File: src/rtl/comparator_3bit_bist_if.sv
// Operand/response bus between the BIST engine (master) and the 3-bit
// comparator under test (slave).
interface comparator_3bit_bist_if;
    logic [2:0] dut_a;
    logic [2:0] dut_b;
    logic       dut_greater;
    logic       dut_equal;
    logic       dut_less;

    modport master (
        output dut_a,
        output dut_b,
        input  dut_greater,
        input  dut_equal,
        input  dut_less
    );

    modport slave (
        input  dut_a,
        input  dut_b,
        output dut_greater,
        output dut_equal,
        output dut_less
    );
endinterface

File: src/rtl/comparator_3bit_bist.sv
// Built-in self test for a 3-bit magnitude comparator. A 16-bit Fibonacci
// LFSR supplies one operand pair per RUN cycle. The expected one-hot result
// travels down a valid-tagged delay line so it meets the comparator's answer
// DUT_LATENCY+1 edges after issue. Mismatches are counted with saturation,
// and the first failing pair is captured.
module comparator_3bit_bist #(
    parameter logic [31:0] NUM_VECTORS = 32'd10000,
    parameter int unsigned DUT_LATENCY = 1,
    parameter logic [15:0] SEED        = 16'hACE1
) (
    input  logic                          clk,
    input  logic                          rst_n,
    input  logic                          start,
    comparator_3bit_bist_if.master        cmp,
    output logic                          busy,
    output logic                          done,
    output logic                          pass,
    output logic [15:0]                   err_count,
    output logic                          first_fail_valid,
    output logic [2:0]                    first_fail_a,
    output logic [2:0]                    first_fail_b
);

    typedef enum logic [1:0] {
        S_IDLE  = 2'd0,
        S_RUN   = 2'd1,
        S_DRAIN = 2'd2,
        S_DONE  = 2'd3
    } state_t;

    typedef struct packed {
        logic       valid;
        logic [2:0] a;
        logic [2:0] b;
        logic [2:0] exp_oh;
    } chk_t;

    localparam int         DEPTH      = int'(DUT_LATENCY) + 1;
    // A zero seed would lock the LFSR, so it is replaced by 1 at run start.
    localparam logic [15:0] SEED_EFF  = (SEED == 16'h0000) ? 16'h0001 : SEED;
    localparam logic [2:0] DRAIN_LAST = (DUT_LATENCY > 0) ? 3'(DUT_LATENCY - 1) : 3'd0;

    // Taps 16,14,13,11; shift left, feedback enters bit 0.
    function automatic logic [15:0] lfsr_step(input logic [15:0] s);
        return {s[14:0], s[15] ^ s[13] ^ s[12] ^ s[10]};
    endfunction

    // Unsigned compare, result as {greater, equal, less}.
    function automatic logic [2:0] expect_onehot(input logic [2:0] a, input logic [2:0] b);
        logic [2:0] r;
        if (a > b) begin
            r = 3'b100;
        end else if (a == b) begin
            r = 3'b010;
        end else begin
            r = 3'b001;
        end
        return r;
    endfunction

    state_t            state_q, state_d;
    logic [15:0]       lfsr_q, lfsr_d;
    logic [31:0]       cnt_q, cnt_d;
    logic [2:0]        drain_q, drain_d;
    logic [2:0]        a_q, a_d, b_q, b_d;
    logic [15:0]       err_q, err_d;
    logic              ffv_q, ffv_d;
    logic [2:0]        ffa_q, ffa_d, ffb_q, ffb_d;
    logic              busy_q, busy_d, done_q, done_d, pass_q, pass_d;
    chk_t [DEPTH-1:0]  pipe_q, pipe_d;
    chk_t              chk_s;
    logic [2:0]        resp_s;
    logic              fail_s;
    logic              issue_s;

    // Next-state, stimulus issue, result checking and output decode.
    always_comb begin
        state_d = state_q;
        lfsr_d  = lfsr_q;
        cnt_d   = cnt_q;
        drain_d = drain_q;
        a_d     = a_q;
        b_d     = b_q;
        err_d   = err_q;
        ffv_d   = ffv_q;
        ffa_d   = ffa_q;
        ffb_d   = ffb_q;
        issue_s = 1'b0;
        pipe_d  = '0;

        chk_s  = pipe_q[DEPTH-1];
        resp_s = {cmp.dut_greater, cmp.dut_equal, cmp.dut_less};
        fail_s = chk_s.valid && (resp_s != chk_s.exp_oh);

        if (fail_s) begin
            err_d = (err_q == 16'hFFFF) ? err_q : (err_q + 16'd1);
            if (!ffv_q) begin
                ffv_d = 1'b1;
                ffa_d = chk_s.a;
                ffb_d = chk_s.b;
            end else begin
                ffv_d = ffv_q;
            end
        end else begin
            err_d = err_q;
        end

        case (state_q)
            S_IDLE, S_DONE: begin
                // The accepting edge also issues vector 0 straight from the seed.
                if (start) begin
                    state_d = S_RUN;
                    a_d     = SEED_EFF[2:0];
                    b_d     = SEED_EFF[5:3];
                    lfsr_d  = lfsr_step(SEED_EFF);
                    issue_s = 1'b1;
                    cnt_d   = 32'd1;
                    drain_d = 3'd0;
                    err_d   = 16'd0;
                    ffv_d   = 1'b0;
                    ffa_d   = 3'd0;
                    ffb_d   = 3'd0;
                end else begin
                    state_d = state_q;
                end
            end
            S_RUN: begin
                if (cnt_q == NUM_VECTORS) begin
                    state_d = (DUT_LATENCY == 0) ? S_DONE : S_DRAIN;
                    drain_d = 3'd0;
                end else begin
                    a_d     = lfsr_q[2:0];
                    b_d     = lfsr_q[5:3];
                    lfsr_d  = lfsr_step(lfsr_q);
                    issue_s = 1'b1;
                    cnt_d   = cnt_q + 32'd1;
                end
            end
            S_DRAIN: begin
                if (drain_q == DRAIN_LAST) begin
                    state_d = S_DONE;
                end else begin
                    drain_d = drain_q + 3'd1;
                end
            end
            default: begin
                state_d = S_IDLE;
            end
        endcase

        pipe_d[0] = '{valid: issue_s, a: a_d, b: b_d, exp_oh: expect_onehot(a_d, b_d)};
        for (int k = 1; k < DEPTH; k++) begin
            pipe_d[k] = pipe_q[k-1];
        end

        busy_d = (state_d == S_RUN) || (state_d == S_DRAIN);
        done_d = (state_d == S_DONE);
        pass_d = done_d && (err_d == 16'd0);
    end

    // FSM state register.
    always_ff @(posedge clk or negedge rst_n) begin
        if (!rst_n) begin
            state_q <= S_IDLE;
        end else begin
            state_q <= state_d;
        end
    end

    // Datapath, delay line and registered status outputs.
    always_ff @(posedge clk or negedge rst_n) begin
        if (!rst_n) begin
            lfsr_q  <= SEED;
            cnt_q   <= 32'd0;
            drain_q <= 3'd0;
            a_q     <= 3'd0;
            b_q     <= 3'd0;
            err_q   <= 16'd0;
            ffv_q   <= 1'b0;
            ffa_q   <= 3'd0;
            ffb_q   <= 3'd0;
            busy_q  <= 1'b0;
            done_q  <= 1'b0;
            pass_q  <= 1'b0;
            pipe_q  <= '0;
        end else begin
            lfsr_q  <= lfsr_d;
            cnt_q   <= cnt_d;
            drain_q <= drain_d;
            a_q     <= a_d;
            b_q     <= b_d;
            err_q   <= err_d;
            ffv_q   <= ffv_d;
            ffa_q   <= ffa_d;
            ffb_q   <= ffb_d;
            busy_q  <= busy_d;
            done_q  <= done_d;
            pass_q  <= pass_d;
            pipe_q  <= pipe_d;
        end
    end

    assign cmp.dut_a        = a_q;
    assign cmp.dut_b        = b_q;
    assign busy             = busy_q;
    assign done             = done_q;
    assign pass             = pass_q;
    assign err_count        = err_q;
    assign first_fail_valid = ffv_q;
    assign first_fail_a     = ffa_q;
    assign first_fail_b     = ffb_q;

endmodule

File: src/flat_wrapper.sv
// flat-port wrapper written by rule: the top's interface ports become plain ports
module comparator_3bit_bist_flat 
#(
    parameter logic [31:0] NUM_VECTORS = 32'd10000,
    parameter int unsigned DUT_LATENCY = 1,
    parameter logic [15:0] SEED        = 16'hACE1
)
  (clk, rst_n, start, busy, done, pass, err_count, first_fail_valid, first_fail_a, first_fail_b, cmp_dut_a, cmp_dut_b, cmp_dut_greater, cmp_dut_equal, cmp_dut_less);
  comparator_3bit_bist_if cmp_i ();
  input  logic clk;
  input  logic rst_n;
  input  logic start;
  output logic busy;
  output logic done;
  output logic pass;
  output logic [15:0] err_count;
  output logic first_fail_valid;
  output logic [2:0] first_fail_a;
  output logic [2:0] first_fail_b;
  output wire logic [$bits(cmp_i.dut_a)-1:0] cmp_dut_a;
  output wire logic [$bits(cmp_i.dut_b)-1:0] cmp_dut_b;
  input wire logic [$bits(cmp_i.dut_greater)-1:0] cmp_dut_greater;
  input wire logic [$bits(cmp_i.dut_equal)-1:0] cmp_dut_equal;
  input wire logic [$bits(cmp_i.dut_less)-1:0] cmp_dut_less;
  assign cmp_dut_a = cmp_i.dut_a;
  assign cmp_dut_b = cmp_i.dut_b;
  assign cmp_i.dut_greater = cmp_dut_greater;
  assign cmp_i.dut_equal = cmp_dut_equal;
  assign cmp_i.dut_less = cmp_dut_less;
  comparator_3bit_bist #(.NUM_VECTORS(NUM_VECTORS), .DUT_LATENCY(DUT_LATENCY), .SEED(SEED)) u_core (.clk(clk), .rst_n(rst_n), .start(start), .cmp(cmp_i), .busy(busy), .done(done), .pass(pass), .err_count(err_count), .first_fail_valid(first_fail_valid), .first_fail_a(first_fail_a), .first_fail_b(first_fail_b));
endmodule
File: config.mk
export PLATFORM = sky130hd
export DESIGN_NAME = comparator_3bit_bist_flat
export DESIGN_NICKNAME = d
export VERILOG_FILES = /design/src/rtl/comparator_3bit_bist_if.sv /design/src/rtl/comparator_3bit_bist.sv /design/src/flat_wrapper.sv
export SDC_FILE = /design/constraint.sdc
export NUM_CORES = 1
export LEC_CHECK = 0
export ABC_AREA = 1
export ABC_CLOCK_PERIOD_IN_PS = 4500
export BUFFER_PORTS_ARGS = -buffer_cell sky130_fd_sc_hd__buf_2
export CELL_PAD_IN_SITES_DETAIL_PLACEMENT = 0
export CELL_PAD_IN_SITES_GLOBAL_PLACEMENT = 1
export CORE_MARGIN = 1
export CORE_UTILIZATION = 49
export DETAILED_ROUTE_END_ITERATION = 8
export GPL_ROUTABILITY_DRIVEN = 0
export GPL_TIMING_DRIVEN = 0
export PLACE_DENSITY = 0.9
export REMOVE_ABC_BUFFERS = 1
export SKIP_CTS_REPAIR_TIMING = 1
export SLEW_MARGIN = 20
export SYNTH_ARGS = -nofsm -noshare
export SYNTH_HDL_FRONTEND = slang
export SYNTH_SLANG_ARGS = --single-unit
export TNS_END_PERCENT = 30
File: constraint.sdc
create_clock -name clk -period 4.5 [get_ports clk]
set_input_delay 0.45 -clock clk [delete_from_list [all_inputs] [get_ports clk]]
set_output_delay 0.45 -clock clk [all_outputs]
set_load 0.01 [all_outputs]
-- Word-level counts from Yosys, hierarchy flattened
Index checks and enable logic that the tools add are counted.
- input bits: 6
- output and inout bits: 32
- register bits: 99
- logic and storage cells: 90
- bitwise logic cells: 3
- reductions and logical operators: 10
- equal/unequal tests: 14
- $add $sub $neg: 3
- $lt $le $gt $ge: 1
- multiplexer cells: 40
- operators with widths (kind ; count):
    two-way mux 16 bit ; 6
    two-way mux 32 bit ; 2
    case mux 32 bit (2 select lines) ; 1
    two-way mux 3 bit ; 16
    adder 32 x 1 -> 32 bit, second input constant ; 1
    equality test 32 x 14 -> 1 bit, second input constant ; 1
    case mux 16 bit (2 select lines) ; 1
    adder 16 x 1 -> 16 bit, second input constant ; 1
    equality test 16 bit, second input constant ; 1
    logical NOT 16 bit ; 1
    case mux 3 bit (2 select lines) ; 2
    case mux 3 bit (3 select lines) ; 1
    equality test 2 bit, second input constant ; 4
    two-way mux 2 bit ; 4
    inequality test 2 bit, second input constant ; 3
    case mux 2 bit (3 select lines) ; 1
    AND reduction 3 bit ; 2
    two-way mux 1 bit ; 5
    equality test 2 x 1 -> 1 bit, second input constant ; 2
    adder 3 x 1 -> 3 bit, second input constant ; 1
    equality test 3 bit ; 1
    > comparator 3 bit ; 1
    logical NOT 3 bit ; 1
    inequality test 3 bit ; 1
    8 further kinds ; 11

-- Longest topological paths before layout
- depth in word-level cells: 7
- gate-level depth with buffers: 17
- depth with buffers taken out: 17

-- Least setup slack after synthesis
OpenSTA, ideal clock, no wires.
- kind: flip-flop to flip-flop
- start: register u_core.cnt_q[0]
- end: register u_core.pipe_q, in the netlist u_core.pipe_d[10]
- arrival time: 2.178 ns
- slack: 2.251 ns
- path buffers: 0
- data required time: 4.429 ns
- stages on the path, launching flop included: 17
- setup time: 0.071 ns
- clock period less this slack: 2.249 ns
- cell sequence: dfrtp_1 -> inv_1 -> ha_1 -> nand4_1 -> nor2_1 -> nand3_1 -> nand3b_4 -> o21ai_0 -> nand2_1 -> nand2_1 -> o21ai_0 -> ha_1 -> nand2_1 -> nor2_1 -> nor2_1 -> nand2_1 -> nor2_1
- RTL lines (what ; RTL line ; source):
    start: declaration ; comparator_3bit_bist.sv:63 ; logic [31:0] cnt_q, cnt_d;
    start signal: assignment ; comparator_3bit_bist.sv:188 ; cnt_q <= cnt_d;
    end signal: assignment ; comparator_3bit_bist.sv:199 ; pipe_q <= pipe_d;
    end: declaration ; comparator_3bit_bist.sv:70 ; chk_t [DEPTH-1:0] pipe_q, pipe_d;

-- Final worst setup path
- start: register u_core.state_q[1]
- end: register u_core.lfsr_q[9]
- longest elaborated chain between the ends: 4
- elaborated cells on any way between the ends: 9
- classes of those cells: 4 x eq/ne; 1 x mux; 4 x reduce/logical
- ends and longest elaborated chain (what ; RTL line ; source):
    start: declaration ; comparator_3bit_bist.sv:61 ; state_t state_q, state_d;
    start signal: assignment ; comparator_3bit_bist.sv:166 ; state_q <= state_d;
    equality test 2 bit or logical NOT 2 bit (tied branches) ; comparator_3bit_bist.sv:108 ; case (state_q)
    OR reduction 2 bit ; comparator_3bit_bist.sv:108 ;
    inequality test 2 bit (no line) or nonzero test 2 bit (tied branches) ; -- ;
    AND reduction 3 bit (no line) ; -- ;
    end signal: assignment ; comparator_3bit_bist.sv:187 ; lfsr_q <= lfsr_d;
    end: declaration ; comparator_3bit_bist.sv:62 ; logic [15:0] lfsr_q, lfsr_d;
Parallel ways exist; a longest one is shown, timed or not.
A chain may end at the register's enable or synchronous reset.

==> results_dict.tcl <==
set metrics [dict create \
    fp.dieArea_sq_mm 0.0117 \
    wire_per_inst_um 13.7 \
    drc 0 \
    ys_seq_area_frac 0.449 \
    tritoncts.num_buffers 9 \
    finalCritPeriodShare 0.752 \
    grt.total_usage 0.227 \
    htree_levels 3 \
    ant_nets 0 \
    synthFlopType "dfrtp_1" \
    slowest_stage "nor2_4" \
    die_h_um 108 \
    synth_compound_area_frac 0.0790 \
    hold-worst-slack_ps 9.53 \
    fin_tns_setup_ps 0 \
    drt_first_pass_iters 7 \
    ys_ff_latch 99 \
    yosys.area.top_type "dfrtp_1" \
    nFillCells 1014 \
    path_delay_family "simple AND/OR/NAND/NOR gates" \
    synth_top_family_by_area "simple AND/OR/NAND/NOR gates" \
    synth_simple_gate_area_frac 0.314 \
    post-route-util 0.553 \
    report.final.slew_viol_count 0 \
    grt_start_max_net_pins 58 \
    finalCriticalPeriod_ps 3380 \
    crit_required_ps 4730 \
    slew_headroom 0.399 \
    max_stage_delay_ps 720 \
    syn_area_sq_mm 0.00554 \
    hold_violations 0 \
    async_flop_share 1.00 \
    cts_tree "built" \
    num_antenna_cells 0 \
    skew_ps 9.69 \
    synth.avg_cell_area_sq_um 7.66 \
    totalWireLength_um 12200 \
    start_util 0.507 \
    port_buffers 37 \
    crit_path_end_kind "register" \
    nNetsFinal 761 \
    synth_edf_count 0 \
    vias_per_cell 5.21 \
    die_width_um 108 \
    status "finished, final reports clean" \
    critPathBufInv 3 \
    dpl.hpwl_um 8780 \
    drt-initial-drc-count 339 \
    clk_latency_ps 350 \
    synth_top_cell_area_share 0.411 \
    grt_pass1_wl_um 20500 \
    drive_above_1_share 0.112 \
    fp-row-count 38 \
    ys_top_cells_by_area "dfrtp_1 (41%), nand2_1 (12%), nor2_1 (5.7%)" \
    vias 4633 \
    worstMarginPinSlew_ps 900 \
    hp-class "primary input to asynchronous set/reset pin" \
    setup_viol 0 \
    path_cells "inv_1 > ha_2 > inv_1 > nor2_1 > nor2_1 > nor2_4 > inv_4 > nand2_1 > nand2_1" \
    synth_cell_types 35 \
    syn2layout_area_growth_pct 9.14 \
    cp_data_arrival_time_ps 3620 \
    cts.clk_slew.worst_paths_ps 70 \
    rsz0062_at_grt "false" \
    power.total_w 0.00336 \
    antenna_found_initial 0 \
    core_area_sq_mm 0.0109 \
    synthXorXnorAreaFrac 0.0490 \
    muxShareOfSynthArea 0 \
    first_global_vias 4267 \
    grt_overflow 0 \
    p_leak_nw 2.86 \
    clkSinkCount 99 \
    clock_path_buffers 2 \
    max-cap-violations 0 \
    p_per_area_mw_per_mm2 555 \
    cts_root_buffer "clkbuf_16" \
    start_kind "register" \
    fmax_ghz 0.296 \
    ys_warn_count 0 \
    synth_common_cells "nand2_1 (177), dfrtp_1 (91), nor2_1 (84)" \
    syn_inst 724 \
    path_max_fanout 42 \
    yosysMostFrequentCell "nand2_1" \
    num_io_pins 38 \
    crit_type "register to register" \
    synthAdderAreaFrac 0.0248 \
    worst_ir_drop_vdd_uv 353 \
]
==> layer usage <==
layer,vias up,global-route usage,part of all wire
met2,95,0.387,0.49
li1,2370,-,-
met3,14,0.0482,0.042
met1,2154,0.287,0.45
met5,-,0,0
met4,0,0.0782,0.015
==> through the flow <==
step / instance area (sq um) / std cells / setup slack, ps
2_1_floorplan: 5370 / 695 / 1720
3_3_place_gp: 5730 / 872 / 617
3_5_place_dp: 5760 / 873 / 555
4_1_cts: 6050 / 889 / 546
5_1_grt: 6050 / 889 / 777
6_report: 6050 / 889 / 1120
==> layout by cell type (no fill, tap or decap), types with 2 or more instances in the layout <==
cell type	instances
dfstp_2	8
inv_1	75
o21ai_1	29
xnor2_1	4
or2_1	2
a21oi_1	24
nor3_1	15
xor2_1	27
o21ai_0	30
nor2_4	2
o211ai_1	2
nand2_1	177
buf_2	36
or2_2	10
nand3_1	60
clkinv_4	2
nand2_2	2
clkbuf_16	9
inv_2	2
dfrtp_1	91
nor2_1	84
inv_8	2
nand4_1	15
nand3b_1	7
and2_1	2
ha_1	10
nand3_2	2
nor4_1	8
==> final timing paths <==
kind	startpoint	end	slack, ps	cells after the start
setup / recovery	u_core.state_q[1]	u_core.lfsr_q[9]	1120	9
hold / removal	rst_n	u_core.chk_s[4]	10	1
setup reg to reg	u_core.state_q[1]	u_core.lfsr_q[9]	1120	9
hold reg to reg	u_core.pipe_d[10]	u_core.chk_s[0]	350	0
max in group asynchronous	rst_n	u_core.lfsr_q[13]	3810	2
min in group clk	u_core.pipe_d[10]	u_core.chk_s[0]	350	0
==> worst reg2reg max path: cells and delay by family, from the launching register on <==
| family | cells | cell delay [ps] |
|---|---|---|
| buffers and inverters | 3 | 950 |
| adder cells (fa/ha/maj) | 1 | 580 |
| flip-flops | 1 | 400 |
| AND/OR/NAND/NOR | 5 | 1340 |
==> layout make-up <==
class	instances	area, sq um	share of cell area
multi-input cells	518	2590	0.428
flip-flops and latches	99	2490	0.411
inverters	78	295	0.0488
clock buffers	10	229	0.0378
repair buffers	38	219	0.0362
well taps	140	175	0.0290
clock inverters	6	56.3	0.00931
==> power breakdown <==
part / switching [W] / internal (W) / total, W
logic: 0.000850 / 0.000406 / 0.00126
registers: 0.000187 / 0.00117 / 0.00135
clock network: 0.000361 / 0.000387 / 0.000748
total: 0.00140 / 0.00196 / 0.00336
==> cell families after synthesis <==
kind of cell	count (synthesis)
simple gates	390
buf+inv	107
flops	99
compound gates	86
xor+xnor	31
fa+ha+maj	11
==> sequential cells by signal, summed over array words and instances, names as in the netlist, 4 cells and up <==
name	cells
u_core.cnt_q	32
u_core.err_count	16
u_core.lfsr_q	16
u_core.chk_s	10
u_core.pipe_d	4
Note: power is estimated with default switching activity, not from simulation.
